`src/rtl/rot_ctrl.sv`:
```
// Rotation sequencer: walks the source image in raster order and issues one read
// and one rotated-address write per pixel over valid/ready handshakes.
module rot_ctrl #(
    parameter int ADDR_W   = 32,
    parameter int DATA_W   = 32,
    parameter int BPP_LOG2 = 2
) (
    input  logic              I_ROTCTRL_PCLK,
    input  logic              I_ROTCTRL_PRESET_N,
    input  logic              I_ROTCTRL_START,
    input  logic              I_ROTCTRL_SOFT_RESET,
    input  logic [ADDR_W-1:0] I_ROTCTRL_SRC_IMG,
    input  logic [15:0]       I_ROTCTRL_IMG_H,
    input  logic [15:0]       I_ROTCTRL_IMG_W,
    input  logic [1:0]        I_ROTCTRL_MODE,
    input  logic              I_ROTCTRL_DIR,
    input  logic              I_ROTCTRL_INTR_MASK,
    input  logic              I_ROTCTRL_INTR_CLEAR,
    output logic              O_ROTCTRL_RD_VALID,
    output logic [ADDR_W-1:0] O_ROTCTRL_RD_ADDR,
    input  logic              I_ROTCTRL_RD_READY,
    input  logic              I_ROTCTRL_RD_DVALID,
    input  logic [DATA_W-1:0] I_ROTCTRL_RD_DATA,
    output logic              O_ROTCTRL_WR_VALID,
    output logic [ADDR_W-1:0] O_ROTCTRL_WR_ADDR,
    output logic [DATA_W-1:0] O_ROTCTRL_WR_DATA,
    input  logic              I_ROTCTRL_WR_READY,
    output logic [ADDR_W-1:0] O_ROTCTRL_DMA_DST_IMG,
    output logic [15:0]       O_ROTCTRL_NEW_H,
    output logic [15:0]       O_ROTCTRL_NEW_W,
    output logic              O_ROTCTRL_BUSY,
    output logic              O_ROTCTRL_DONE,
    output logic              O_ROTCTRL_INTR
);

    typedef enum logic [2:0] {
        S_IDLE, S_RD_REQ, S_RD_WAIT, S_WR_REQ, S_NEXT, S_DONE
    } state_t;

    state_t            r_state, w_next;
    logic [ADDR_W-1:0] r_src, r_dst;
    logic [15:0]       r_h, r_w, r_new_h, r_new_w, r_row, r_col;
    logic [1:0]        r_q;
    logic [DATA_W-1:0] r_wr_data;
    logic              r_done_flag;

    logic [1:0]        w_q;
    logic [31:0]       w_area, w_src_idx, w_dst_idx;
    logic              w_start_ok, w_zero, w_last, w_col_end;
    logic [15:0]       w_rrev, w_crev, w_dr, w_dc;

    // Counter-clockwise turns fold onto clockwise: (4-MODE) mod 4 == -MODE mod 4.
    assign w_q        = I_ROTCTRL_DIR ? (2'd0 - I_ROTCTRL_MODE) : I_ROTCTRL_MODE;
    assign w_area     = 32'(I_ROTCTRL_IMG_H) * 32'(I_ROTCTRL_IMG_W);
    assign w_zero     = (I_ROTCTRL_IMG_H == 16'd0) || (I_ROTCTRL_IMG_W == 16'd0);
    assign w_start_ok = I_ROTCTRL_START && !I_ROTCTRL_SOFT_RESET && (r_state == S_IDLE);
    assign w_col_end  = (r_col == r_w - 16'd1);
    assign w_last     = w_col_end && (r_row == r_h - 16'd1);

    assign w_rrev = r_h - 16'd1 - r_row;
    assign w_crev = r_w - 16'd1 - r_col;

    always_comb begin
        w_dr = r_row;
        w_dc = r_col;
        case (r_q)
            2'd1:    begin w_dr = r_col;  w_dc = w_rrev; end
            2'd2:    begin w_dr = w_rrev; w_dc = w_crev; end
            2'd3:    begin w_dr = w_crev; w_dc = r_row;  end
            default: begin w_dr = r_row;  w_dc = r_col;  end
        endcase
    end

    assign w_src_idx = 32'(r_row) * 32'(r_w) + 32'(r_col);
    assign w_dst_idx = 32'(w_dr) * 32'(r_new_w) + 32'(w_dc);

    always_comb begin
        w_next = r_state;
        if (I_ROTCTRL_SOFT_RESET) begin
            w_next = S_IDLE;
        end else begin
            case (r_state)
                S_IDLE:    if (I_ROTCTRL_START) w_next = w_zero ? S_DONE : S_RD_REQ;
                S_RD_REQ:  if (I_ROTCTRL_RD_READY) w_next = S_RD_WAIT;
                S_RD_WAIT: if (I_ROTCTRL_RD_DVALID) w_next = S_WR_REQ;
                S_WR_REQ:  if (I_ROTCTRL_WR_READY) w_next = S_NEXT;
                S_NEXT:    w_next = w_last ? S_DONE : S_RD_REQ;
                S_DONE:    w_next = S_IDLE;
                default:   w_next = S_IDLE;
            endcase
        end
    end

    always_ff @(posedge I_ROTCTRL_PCLK or negedge I_ROTCTRL_PRESET_N) begin
        if (!I_ROTCTRL_PRESET_N) r_state <= S_IDLE;
        else                     r_state <= w_next;
    end

    // Job configuration is frozen at START so register writes mid-job are harmless.
    always_ff @(posedge I_ROTCTRL_PCLK or negedge I_ROTCTRL_PRESET_N) begin
        if (!I_ROTCTRL_PRESET_N) begin
            r_src   <= '0;
            r_dst   <= '0;
            r_h     <= '0;
            r_w     <= '0;
            r_q     <= '0;
            r_new_h <= '0;
            r_new_w <= '0;
        end else if (w_start_ok) begin
            r_src   <= I_ROTCTRL_SRC_IMG;
            r_dst   <= I_ROTCTRL_SRC_IMG + ADDR_W'(w_area << BPP_LOG2);
            r_h     <= I_ROTCTRL_IMG_H;
            r_w     <= I_ROTCTRL_IMG_W;
            r_q     <= w_q;
            r_new_h <= w_q[0] ? I_ROTCTRL_IMG_W : I_ROTCTRL_IMG_H;
            r_new_w <= w_q[0] ? I_ROTCTRL_IMG_H : I_ROTCTRL_IMG_W;
        end
    end

    always_ff @(posedge I_ROTCTRL_PCLK or negedge I_ROTCTRL_PRESET_N) begin
        if (!I_ROTCTRL_PRESET_N) begin
            r_row <= '0;
            r_col <= '0;
        end else if (I_ROTCTRL_SOFT_RESET || w_start_ok) begin
            r_row <= '0;
            r_col <= '0;
        end else if (r_state == S_NEXT) begin
            if (w_last) begin
                r_row <= '0;
                r_col <= '0;
            end else if (w_col_end) begin
                r_row <= r_row + 16'd1;
                r_col <= '0;
            end else begin
                r_col <= r_col + 16'd1;
            end
        end
    end

    always_ff @(posedge I_ROTCTRL_PCLK or negedge I_ROTCTRL_PRESET_N) begin
        if (!I_ROTCTRL_PRESET_N)
            r_wr_data <= '0;
        else if (r_state == S_RD_WAIT && I_ROTCTRL_RD_DVALID)
            r_wr_data <= I_ROTCTRL_RD_DATA;
    end

    // Completion set beats a coincident clear so a finishing job is never lost.
    always_ff @(posedge I_ROTCTRL_PCLK or negedge I_ROTCTRL_PRESET_N) begin
        if (!I_ROTCTRL_PRESET_N)            r_done_flag <= 1'b0;
        else if (I_ROTCTRL_SOFT_RESET)      r_done_flag <= 1'b0;
        else if (r_state == S_DONE)         r_done_flag <= 1'b1;
        else if (I_ROTCTRL_INTR_CLEAR)      r_done_flag <= 1'b0;
    end

    assign O_ROTCTRL_RD_VALID    = (r_state == S_RD_REQ);
    assign O_ROTCTRL_RD_ADDR     = r_src + ADDR_W'(w_src_idx << BPP_LOG2);
    assign O_ROTCTRL_WR_VALID    = (r_state == S_WR_REQ);
    assign O_ROTCTRL_WR_ADDR     = r_dst + ADDR_W'(w_dst_idx << BPP_LOG2);
    assign O_ROTCTRL_WR_DATA     = r_wr_data;
    assign O_ROTCTRL_DMA_DST_IMG = r_dst;
    assign O_ROTCTRL_NEW_H       = r_new_h;
    assign O_ROTCTRL_NEW_W       = r_new_w;
    assign O_ROTCTRL_BUSY        = (r_state != S_IDLE);
    assign O_ROTCTRL_DONE        = (r_state == S_DONE) && !I_ROTCTRL_SOFT_RESET;
    assign O_ROTCTRL_INTR        = r_done_flag && !I_ROTCTRL_INTR_MASK;

endmodule

```
`config.mk`:
```
export PLATFORM = sky130hd
export DESIGN_NAME = rot_ctrl
export DESIGN_NICKNAME = d
export VERILOG_FILES = /design/src/rtl/rot_ctrl.sv
export SDC_FILE = /design/constraint.sdc
export NUM_CORES = 2
export LEC_CHECK = 0
export ABC_AREA = 1
export CORE_MARGIN = 8
export CORE_UTILIZATION = 25
export DETAILED_ROUTE_END_ITERATION = 8
export PLACE_DENSITY = 0.43
export SLEW_MARGIN = 20
export SYNTH_ARGS = -nofsm -noshare
export SYNTH_HDL_FRONTEND = slang
export SYNTH_SLANG_ARGS = --single-unit
```
`constraint.sdc`:
```
create_clock -name I_ROTCTRL_PCLK -period 11.8 [get_ports I_ROTCTRL_PCLK]
set_input_delay 1.18 -clock I_ROTCTRL_PCLK [delete_from_list [all_inputs] [get_ports I_ROTCTRL_PCLK]]
set_output_delay 1.18 -clock I_ROTCTRL_PCLK [all_outputs]
set_load 0.01 [all_outputs]
```
* Word-level counts from Yosys, hierarchy flattened
Index checks and enable logic that the tools add are counted.
** Word-level totals
- Bits in registers :: 198
- Bits of input ports :: 108
- Output and inout bits :: 165
** Operators by class
- Add/subtract/negate cells :: 12
- $mul :: 3
- Equal/unequal tests :: 14
- Mux-type cells :: 24
- Reduce and logical (&&, ||, !) cells :: 19
** Operator list (number)
- $mux W16 :: 10
- $add A32 B32 Y32 :: 3
- $pmux W16 S3 :: 2
- $mul A16 B16 Y30 :: 3
- $add A30 B16 Y30 :: 2
- $add A16 B1 Y16 const B :: 2
- $eq A16 B16 Y1 :: 2
- $logic_not A16 Y1 :: 2
- $sub A16 B1 Y16 const B :: 2
- $sub A16 B16 Y16 :: 2
- $mux W3 :: 7
- $pmux W3 S5 :: 1
- $reduce_bool A3 Y1 :: 3
- $eq A3 B2 Y1 const B :: 2
- $eq A3 B3 Y1 const B :: 2
- $logic_and A1 B1 Y1 :: 6
- $ne A3 B2 Y1 const B :: 2
- $ne A3 B3 Y1 const B :: 2
- $eq A2 B2 Y1 const B :: 2
- $reduce_and A4 Y1 :: 1
- $eq A3 B1 Y1 const B :: 1
- $logic_not A3 Y1 :: 1
- $mux W1 :: 3
- $eq A2 B1 Y1 const B :: 1
- 6 further kinds :: 8

* Longest topological paths before layout
- Depth in word-level cells :: 6
- Depth in mapped cells :: 51

* Worst setup path before layout
OpenSTA, ideal clock, no wires.
- Path kind :: reg2out
- Start point :: reg r_w[0]
- End point :: out O_ROTCTRL_WR_ADDR[29]
- Arrival time :: 8942 ps
- Path slack :: 1678 ps
- Stages on the path, launching flop included :: 48
- Path buffers :: 1
- Cells stage by stage :: dfrtp_1 buf_2 inv_1 ha_1 nand2_1 nor3_1 nand3_1 nor3_1 xor2_1 inv_1 ha_1 nand2_1 inv_1 nand2_1 inv_1 a21oi_1 xnor2_1 nand2_1 [... 12 more ...] inv_1 ha_1 nand2_1 o21bai_1 a21oi_1 o21ai_0 a21oi_1 xnor2_1 ha_1 nand2_1 nor3_1 nand3_1 nand4_1 nand3_1 nand2_1 nand3_1 nand2_1 xor2_1
** On the way
- Longest elaborated chain between the ends :: 6
** Ends and longest elaborated chain
- from (decl) :: line 42 : logic [15:0] r_h, r_w, r_new_h, r_new_w, r_row, r_col;
- from (signal assigned) :: line 105 : r_w <= '0;
- from (signal assigned) :: line 113 : r_w <= I_ROTCTRL_IMG_W;
- $sub A16 B1 Y16 (*) :: line 61 : assign w_crev = r_w - 16'd1 - r_col;
- $sub A16 B16 Y16 (*) :: line 61
- $pmux W16 S3 :: line 66 : case (r_q)
- $mul A16 B16 Y30 :: line 75 : assign w_dst_idx = 32'(w_dr) * 32'(r_new_w) + 32'(w_dc);
- $add A30 B16 Y30 (*) :: line 75
- $add A32 B32 Y32 (*) :: line 158 : assign O_ROTCTRL_WR_ADDR = r_dst + ADDR_W'(w_dst_idx << BPP_LOG2);
- to (decl) :: line 25 : output logic [ADDR_W-1:0] O_ROTCTRL_WR_ADDR,
Mark *: on every way between the ends. The rest lies on a longest branch, timed or not.

* Final worst setup path
- Start point :: reg r_w[2]
- End point :: out O_ROTCTRL_WR_ADDR[17]
Same word-level chain as after synthesis.

==> flow_metrics.env <==
export IMPL_status="finished, final reports clean"
export IMPL_firstDrtPassIters=5
export IMPL_route_detailed_drc=0
export IMPL_antenna_found_initial=12
export IMPL_clkSlewWorstSetupHoldPaths_ns=0.08
export IMPL_fin_util=0.292
export IMPL_clk_path_buf_depth=2
export IMPL_layout_min_cycle_time_ns=11.39
export IMPL_die_w_um=420
export IMPL_synth_nets=6464
export IMPL_seq_area_frac_synth=0.120
export IMPL_layout_commonest_cell="nand2_1"
export IMPL_placed_cells=7688
export IMPL_fin_worst_skew_ns=0.0197
export IMPL_instances_no_fill=7738
export IMPL_htree_levels=4
export IMPL_finalCritPeriodShare=0.965
export IMPL_multi_input_area_um2=31100
export IMPL_critPathKind="reg2out"
export IMPL_ant_nets=0
export IMPL_overflow=0
export IMPL_async_flop_share=1.00
export IMPL_grt_max_degree=96
export IMPL_yosys_area_top_type="fa_1"
export IMPL_clock_latency_ns=0.55
export IMPL_place_hpwl_mm=136
export IMPL_final_cell_mix="1320 x nand2_1, 1140 x inv_1, 616 x fa_1"
export IMPL_core_area_um2=162000
export IMPL_setup_viol=0
export IMPL_slowest_delay_ns=0.61
export IMPL_numCtsBuffers=17
export IMPL_post_dp_cell_area_um2=46300
export IMPL_vias_per_cell=4.57
export IMPL_synth_edff_count=0
export IMPL_ys_types=53
export IMPL_cts_root_buf="clkbuf_16"
export IMPL_clock_sinks=196
export IMPL_rsz0062_at_grt="true"
export IMPL_min_to="r_src[27]"
export IMPL_die_h_um=420
export IMPL_min_path_type="reg2reg"
export IMPL_io_pins=273
export IMPL_placementRows=148
export IMPL_cts_tree="done"
export IMPL_gp_congestion=0.962
export IMPL_timing_fmax_mhz=87.8
export IMPL_worst_setup_path_start_kind="register"
export IMPL_grt_pass1_wl_mm=245
export IMPL_final_area_um2=47400
export IMPL_synthCells=5334
export IMPL_critPathSlowestCell="clkdlybuf4s50_1"
export IMPL_max_slew_margin=0.215
export IMPL_yosysTopAreaCellShare=0.302
export IMPL_dr_total_vias=35300
export IMPL_regArea_um2=4900
export IMPL_cp_max_fo=19
export IMPL_worstRegToRegCells=16
export IMPL_end_kind="output port"
export IMPL_avgRoutedWirePerCell_um=21.1
export IMPL_yosys_warnings=0
export IMPL_track_usage=0.185
export IMPL_worstPathArrival_ns=10.21
export IMPL_ys_flop_type="dfrtp_1"
export IMPL_fin_hold_ws_ns=0.482
export IMPL_drv_cap=0
export IMPL_syn_avg_cell_area_um2=7.65
export IMPL_worst_pin_slew_ns=1.17
export IMPL_fp_dieArea_um2=177000
export IMPL_drt_iter0_drc=2173
export IMPL_wirelength_mm=164
export IMPL_ys_seq_elements=196
export IMPL_hold_depth=2
export IMPL_ys_top_cells_by_area="fa_1 30%, ha_1 12%, nand2_1 12%, dfrtp_1 12%, inv_1 10%"
export IMPL_grt_pass1_vias=36400
export IMPL_filler_cell_count=17800
export IMPL_rr_startpoint="r_w[1]"
export IMPL_final_nets=6672
export IMPL_layout_drive_gt1_share=0.0529
export IMPL_drv_slew=0
export IMPL_min_from="r_src[27]"
export IMPL_r2r_end="r_row[9]"
export IMPL_timing_hold_violations_final=0
export IMPL_syn_to_final_growth_pct=16.1
export IMPL_cp_required_ns=10.62
export IMPL_port_buffers=272
export IMPL_rrSetupSlack_ns=7.88
export IMPL_netlist_area_um2=40800
export IMPL_start_util=0.251
[metal layers]
metal / vias up / share of wire / routed length (um) / track usage
li1: 16600 / - / - / -
met1: 17700 / 0.43 / 69700 / 0.237
met2: 792 / 0.50 / 82000 / 0.325
met3: 173 / 0.037 / 6100 / 0.0207
met4: 0 / 0.035 / 5690 / 0.0607
met5: - / 0 / 0 / 0
[kinds of logic (layout without fill, tap and decap cells)]
family,count (synthesis),count (layout),synth area share
buf+inv,1366,1587,0.127
xor+xnor,224,224,0.0481
compound gates,612,612,0.0850
fa+ha+maj,1022,1022,0.426
flops,196,196,0.120
mux,32,32,0.00883
other cells,0,8,0
simple gates,1882,1882,0.184
[what timing repair did]
action,in CTS,in global routing
gates resized for setup,22,74
hold buffers,0,0
pin swaps,7,22
endpoints found under the setup margin,11,15
setup buffers,4,6
[through the flow]
step,setup TNS (ns),setup WS [ns]
CTS,0,0.00117
floorplan,0,1.68
global placement,0,0.128
global route,-0.0739,-0.0739
detailed placement,0,0.232
finish,0,0.407
[worst max-delay path, delay by kind of cell (launching register included)]
kind	cells	cell delay, ns
adder cells (fa/ha/maj)	9	4.13
buffers and inverters	10	1.50
AND/OR/NAND/NOR	9	1.25
flip-flops	1	0.38
XOR/XNOR	4	0.92
AO/OA/AOI/OAI	8	1.47
[Yosys cell counts, types with 46 or more instances]
cell and count:
ha_1 406, clkbuf_1 134, o21ai_0 166, nor2_1 303
nor3_1 46, inv_1 1142, buf_1 48, xor2_1 145
xnor2_1 79, fa_1 616, nand3_1 118, a21oi_1 283
dfrtp_1 196, nand2_1 1326
[layout make-up]
class                           count  share of cell area
Sequential cell                   196               0.103
Clock inverter                     14             0.00425
Inverter                         1158              0.0919
Clock buffer                       18             0.00926
Timing Repair Buffer              397              0.0775
Tap cell                         2175              0.0574
Multi-Input combinational cell   3772               0.656
Antenna cell                        8            0.000422
[how the worst max path moves through the flow]
stage | cells past startpoint | slack [ns] | startpoint | to
after global placement | 38 | 0.13 | r_w[2] | O_ROTCTRL_WR_ADDR[21]
after CTS | 49 | 0.001 | r_h[0] | O_ROTCTRL_WR_ADDR[29]
after detailed placement | 46 | 0.23 | r_w[1] | O_ROTCTRL_WR_ADDR[30]
final | 40 | 0.41 | r_w[2] | O_ROTCTRL_WR_ADDR[17]
after floorplan | 47 | 1.68 | r_w[0] | O_ROTCTRL_WR_ADDR[29]
after global routing | 45 | -0.07 | r_h[0] | O_ROTCTRL_WR_ADDR[30]
Power is not shown: default switching activity piles up to over one toggle a cycle in this logic, so the estimate is an artifact.
